==> src/rtl/hazard_scoreboard.sv <==
// Hazard, forwarding and stall controller for the five-stage pipeline.
// Drives the operand bypass selects, the four pipeline-register controls and
// the PC enable, and tracks a single non-pipelined multi-cycle multiplier.
module hazard_scoreboard #(
  parameter int REG_W       = 5,
  parameter int MUL_LAT     = 4,
  parameter int STALL_CNT_W = 16
) (
  input  logic                   clk,
  input  logic                   rst_n,
  input  logic                   id_valid,
  input  logic                   id_is_mul,
  input  logic                   id_writes,
  input  logic [REG_W-1:0]       id_rs1,
  input  logic [REG_W-1:0]       id_rs2,
  input  logic [REG_W-1:0]       id_rd,
  input  logic                   id_uses_rs1,
  input  logic                   id_uses_rs2,
  input  logic                   ex_valid,
  input  logic                   ex_writes,
  input  logic                   ex_is_load,
  input  logic [REG_W-1:0]       ex_rd,
  input  logic                   mem_valid,
  input  logic                   mem_writes,
  input  logic [REG_W-1:0]       mem_rd,
  input  logic                   wb_valid,
  input  logic                   wb_writes,
  input  logic [REG_W-1:0]       wb_rd,
  input  logic                   ex_branch_taken,
  output logic [2:0]             fwdA_sel,
  output logic [2:0]             fwdB_sel,
  output logic [1:0]             if_id_ctrl,
  output logic [1:0]             id_ex_ctrl,
  output logic [1:0]             ex_mem_ctrl,
  output logic [1:0]             mem_wb_ctrl,
  output logic                   pc_enable,
  output logic                   mul_start,
  output logic                   mul_busy,
  output logic                   mul_done,
  output logic [STALL_CNT_W-1:0] stall_count
);

  localparam int CNT_W = $clog2(MUL_LAT + 1);

  localparam logic [1:0] CTRL_GO    = 2'b00;
  localparam logic [1:0] CTRL_HOLD  = 2'b01;
  localparam logic [1:0] CTRL_FLUSH = 2'b10;

  localparam logic [2:0] SEL_ID  = 3'b000;
  localparam logic [2:0] SEL_EX  = 3'b001;
  localparam logic [2:0] SEL_MEM = 3'b010;
  localparam logic [2:0] SEL_WB  = 3'b011;
  localparam logic [2:0] SEL_MUL = 3'b100;

  logic [CNT_W-1:0]       r_cnt;
  logic [REG_W-1:0]       r_mul_rd;
  logic [STALL_CNT_W-1:0] r_stall_count;

  logic       w_mul_pending;
  logic [2:0] w_sel_a;
  logic [2:0] w_sel_b;
  logic       w_load_use;
  logic       w_mul_raw;
  logic       w_mul_struct;
  logic       w_mul_waw;
  logic       w_stall;
  logic       w_stall_eff;

  // Bypass source for one operand; register 0 never forwards.
  function automatic logic [2:0] fwd_of(input logic [REG_W-1:0] rs, input logic uses);
    logic nz;
    nz = uses && (rs != '0);
    if (nz && ex_valid && ex_writes && ex_rd == rs)          return SEL_EX;
    else if (nz && mem_valid && mem_writes && mem_rd == rs)  return SEL_MEM;
    else if (nz && wb_valid && wb_writes && wb_rd == rs)     return SEL_WB;
    else if (nz && mul_done && r_mul_rd == rs)               return SEL_MUL;
    else                                                     return SEL_ID;
  endfunction

  // Load-use hazard on one operand: the EX producer is a load.
  function automatic logic lu_of(input logic [REG_W-1:0] rs, input logic uses);
    return uses && (rs != '0) && ex_valid && ex_writes && ex_is_load && (ex_rd == rs);
  endfunction

  assign mul_busy      = (r_cnt != '0);
  assign mul_done      = (r_cnt == CNT_W'(1));
  // Result not yet available: anything touching mul_rd or the unit must wait.
  assign w_mul_pending = mul_busy && !mul_done;

  // Hazard detection and issue decision.
  always_comb begin
    w_sel_a      = fwd_of(id_rs1, id_uses_rs1);
    w_sel_b      = fwd_of(id_rs2, id_uses_rs2);
    w_load_use   = lu_of(id_rs1, id_uses_rs1) || lu_of(id_rs2, id_uses_rs2);
    w_mul_raw    = w_mul_pending &&
                   ((id_uses_rs1 && id_rs1 != '0 && id_rs1 == r_mul_rd) ||
                    (id_uses_rs2 && id_rs2 != '0 && id_rs2 == r_mul_rd));
    w_mul_struct = w_mul_pending && id_is_mul;
    w_mul_waw    = w_mul_pending && id_writes && id_rd != '0 && id_rd == r_mul_rd;
    w_stall      = id_valid && (w_load_use || w_mul_raw || w_mul_struct || w_mul_waw);
    w_stall_eff  = w_stall && !ex_branch_taken;
    mul_start    = rst_n && id_valid && id_is_mul && !w_stall && !ex_branch_taken;
  end

  // Pipeline controls: reset, then branch flush, then stall, else all go.
  always_comb begin
    fwdA_sel    = w_sel_a;
    fwdB_sel    = w_sel_b;
    if_id_ctrl  = CTRL_GO;
    id_ex_ctrl  = CTRL_GO;
    ex_mem_ctrl = CTRL_GO;
    mem_wb_ctrl = CTRL_GO;
    pc_enable   = 1'b1;
    if (!rst_n) begin
      fwdA_sel    = SEL_ID;
      fwdB_sel    = SEL_ID;
      if_id_ctrl  = CTRL_FLUSH;
      id_ex_ctrl  = CTRL_FLUSH;
      ex_mem_ctrl = CTRL_FLUSH;
      mem_wb_ctrl = CTRL_FLUSH;
      pc_enable   = 1'b0;
    end else if (ex_branch_taken) begin
      if_id_ctrl  = CTRL_FLUSH;
      id_ex_ctrl  = CTRL_FLUSH;
    end else if (w_stall) begin
      if_id_ctrl  = CTRL_HOLD;
      id_ex_ctrl  = CTRL_FLUSH;
      pc_enable   = 1'b0;
    end
  end

  // Multiplier occupancy counter and saturating stall-cycle counter.
  always_ff @(posedge clk) begin
    if (!rst_n) begin
      r_cnt         <= '0;
      r_mul_rd      <= '0;
      r_stall_count <= '0;
    end else begin
      if (mul_start) begin
        r_cnt    <= CNT_W'(MUL_LAT);
        r_mul_rd <= id_rd;
      end else if (r_cnt != '0) begin
        r_cnt <= r_cnt - CNT_W'(1);
      end
      if (w_stall_eff && r_stall_count != '1)
        r_stall_count <= r_stall_count + STALL_CNT_W'(1);
    end
  end

  assign stall_count = r_stall_count;

endmodule

==> config.mk <==
export PLATFORM = sky130hd
export DESIGN_NAME = hazard_scoreboard
export DESIGN_NICKNAME = d
export VERILOG_FILES = /design/src/rtl/hazard_scoreboard.sv
export SDC_FILE = /design/constraint.sdc
export NUM_CORES = 1
export LEC_CHECK = 0
export BUFFER_PORTS_ARGS = -buffer_cell sky130_fd_sc_hd__buf_2
export CAP_MARGIN = 10
export CORE_MARGIN = 2
export CORE_UTILIZATION = 40
export DETAILED_ROUTE_END_ITERATION = 16
export PLACE_DENSITY_LB_ADDON = 0.05
export SKIP_CTS_REPAIR_TIMING = 1
export SLEW_MARGIN = 20
export SYNTH_ARGS = -nofsm -noshare
export SYNTH_HDL_FRONTEND = slang
export SYNTH_SLANG_ARGS = --single-unit
==> constraint.sdc <==
create_clock -name clk -period 4.5 [get_ports clk]
set_input_delay 0.9 -clock clk [delete_from_list [all_inputs] [get_ports clk]]
set_output_delay 0.9 -clock clk [all_outputs]
set_load 0.02 [all_outputs]
==> run metrics <==
footprint of the multi-input gates=0.00149 mm2; via count=2001; Reg area=480 um2; IO Count=79; drt via density=5.17; filler instances=528; setup_tns=0 ps; Initial DRT Pass Iterations=4; met3 usage=3.49%; max_cap viols=0; CP endpoint=mul_start; CP max stage delay=550 ps; met1 track demand over resource=22.5%; Post-synth EDFFs=0; drc violations=0; Worst Path Max Fanout=8; Worst-path clk slew=100 ps; Power per Cell Area=269 mW/mm2; area grow syn2layout=18.7%; post-layout min period=3680 ps; All-Layer GR Usage=17.8%; count leader, synth=xnor2_1; Die Ht=77.5 um; placed inst area=0.00250 mm2; top cell type's share of synthesized area=22.2%; vias in the first global route=1799; nets=367; clock skew=8.64 ps; Final Non-Filler Cells=387; Num CTS Buffers=3; CTS tree=done; Least-Margin Pin Slew=936 ps; slowest cell on the critical path=or4_4; CP most frequent cell=buf_2; hold slack=495 ps; met2 GRT Util=32.1%; unrepaired setup endpoints after global routing=no; Initial Util=41.8%; status=complete, no violations; Max VDD drop=0.139 mV; Setup CP Type=input pin to primary output; htree depth=1; Iteration-0 DRC Markers=61; Most Crowded Layer GR=met2; RR Startpoint=r_cnt[0]; Leakage=1.06 nW; Clock Path Buffers=2; Worst Setup SP=id_rs2[1]; final wirelength=5400 um; # setup viols final=0; GP Congestion=0.882; Cells after Synth=253; Yosys reg bits=24; Fmax achieved=0.272 GHz; dpl cells=383; global-route wire length before repair=8690 um; top_reg_cell synth=dfxtp_1; wire per inst=13.9 um; worst hold path type=flip-flop to flip-flop; Synth area leader=dfxtp_1; core area=0.00517 mm2; PortBufs=75; CP cell instances=buf_2 > or4_4 > o21ai_4 > nor4_2 > o31ai_4 > nand4_2 > inv_1 > buf_2; cell area after layout=0.00257 mm2; R2R depth=9; Routed Antenna Nets=0; post-place setup slack=794 ps; FP Rows=26; clock root buffer=clkbuf_8; Worst-Skew Late Latency=270 ps; Post-synth top cells=xnor2_1, dfxtp_1, nand2_1; final hold violation count=0; unique cell type count in the Yosys netlist=50; synth top area cells=dfxtp_1, xnor2_1, mux2i_1, xor2_1, buf_6; synthesized area per cell=8.55 um2; async set or reset register ratio after synthesis=0%; Worst setup SP type=input pin; fin. max-slew vios=0; largest net degree at the start of global routing=27; synthesized cell area=0.00216 mm2; Die Area=0.00601 mm2; Worst Path Required=3600 ps; share of layout cells above drive strength 1=31.5%; WP data arrival=2780 ps; Final period util=81.8%; Final Power=0.691 mW; synth warn=0; CTS sink count=24; final design utilization=49.7%; r2r endpoint=stall_count[15]; diode count=0; Detailed Place HPWL=4320 um; sequential fraction of the synthesis area=22.2%; total grt overflow=0; Max-slew headroom=37.1%; crit path capture type=primary output; flop-to-flop setup slack=1690 ps; initial antenna violation count=0; Die W=77.5 um; post-route setup slack=821 ps
## how the worst min path moves through the flow
stage                    start               to  cells past startpoint
6_report       stall_count[10]  stall_count[10]                      2
5_1_grt        stall_count[10]  stall_count[10]                      2
4_1_cts        stall_count[10]  stall_count[10]                      2
3_5_place_dp   stall_count[10]  stall_count[10]                      2
3_3_place_gp   stall_count[10]  stall_count[10]                      2
2_1_floorplan         r_cnt[1]         r_cnt[1]                      2
## worst max-delay path, delay by kind of cell
family / cells / cell delay (ps)
simple gates: 3 / 990
buf+inv: 3 / 420
compound gates: 2 / 480
## power by group
| group | internal [mW] | total, mW | switching [mW] |
|---|---|---|---|
| Clock | 0.119 | 0.195 | 0.0762 |
| Sequential | 0.226 | 0.240 | 0.0131 |
| Combinational | 0.106 | 0.257 | 0.150 |
| Total | 0.452 | 0.691 | 0.240 |
## kinds of logic (layout without fill, tap and decap cells)
family	Yosys count	count (layout)	share of synthesized area (%)
AND/OR/NAND/NOR	108	108	30.2
XOR/XNOR	45	45	18.2
buffers and inverters	29	91	9.08
AO/OA/AOI/OAI	27	27	10.9
flip-flops	24	24	22.2
multiplexers	15	15	6.94
adder cells (fa/ha/maj)	4	4	2.31
other	1	3	0.173
## sequential cells by signal, indices dropped and copies added, names as in the netlist
| name | flops |
|---|---|
| stall_count | 16 |
| r_cnt | 3 |
| r_mul_rd | 5 |
## layout by cell type, fill, tap and decap left out, types with 4 or more instances in the layout
cell type,count
a21oi_1,8
buf_2,75
buf_4,4
dfxtp_1,24
ha_1,4
inv_1,7
mux2i_1,15
nand2_1,23
nand2b_1,12
nand3_1,8
nand4_1,8
nor2_1,15
nor3_1,4
nor4_1,7
o41ai_1,4
or4_1,8
xnor2_1,34
xor2_1,11
## area by class of cell
| type | count | share of cell area [%] |
|---|---|---|
| multi-input cells | 202 | 58.2 |
| clock buffers | 3 | 1.61 |
| clock inverters | 1 | 1.17 |
| inverters | 8 | 1.17 |
| well taps | 70 | 3.41 |
| flip-flops and latches | 24 | 18.7 |
| repair buffers | 79 | 15.8 |
## routing by layer
metal,up-vias,routed length (um)
met1,924,2430
met2,60,2670
met4,0,27
met5,-,0
li1,1015,-
met3,2,267
(Power assumes the default switching activity.)
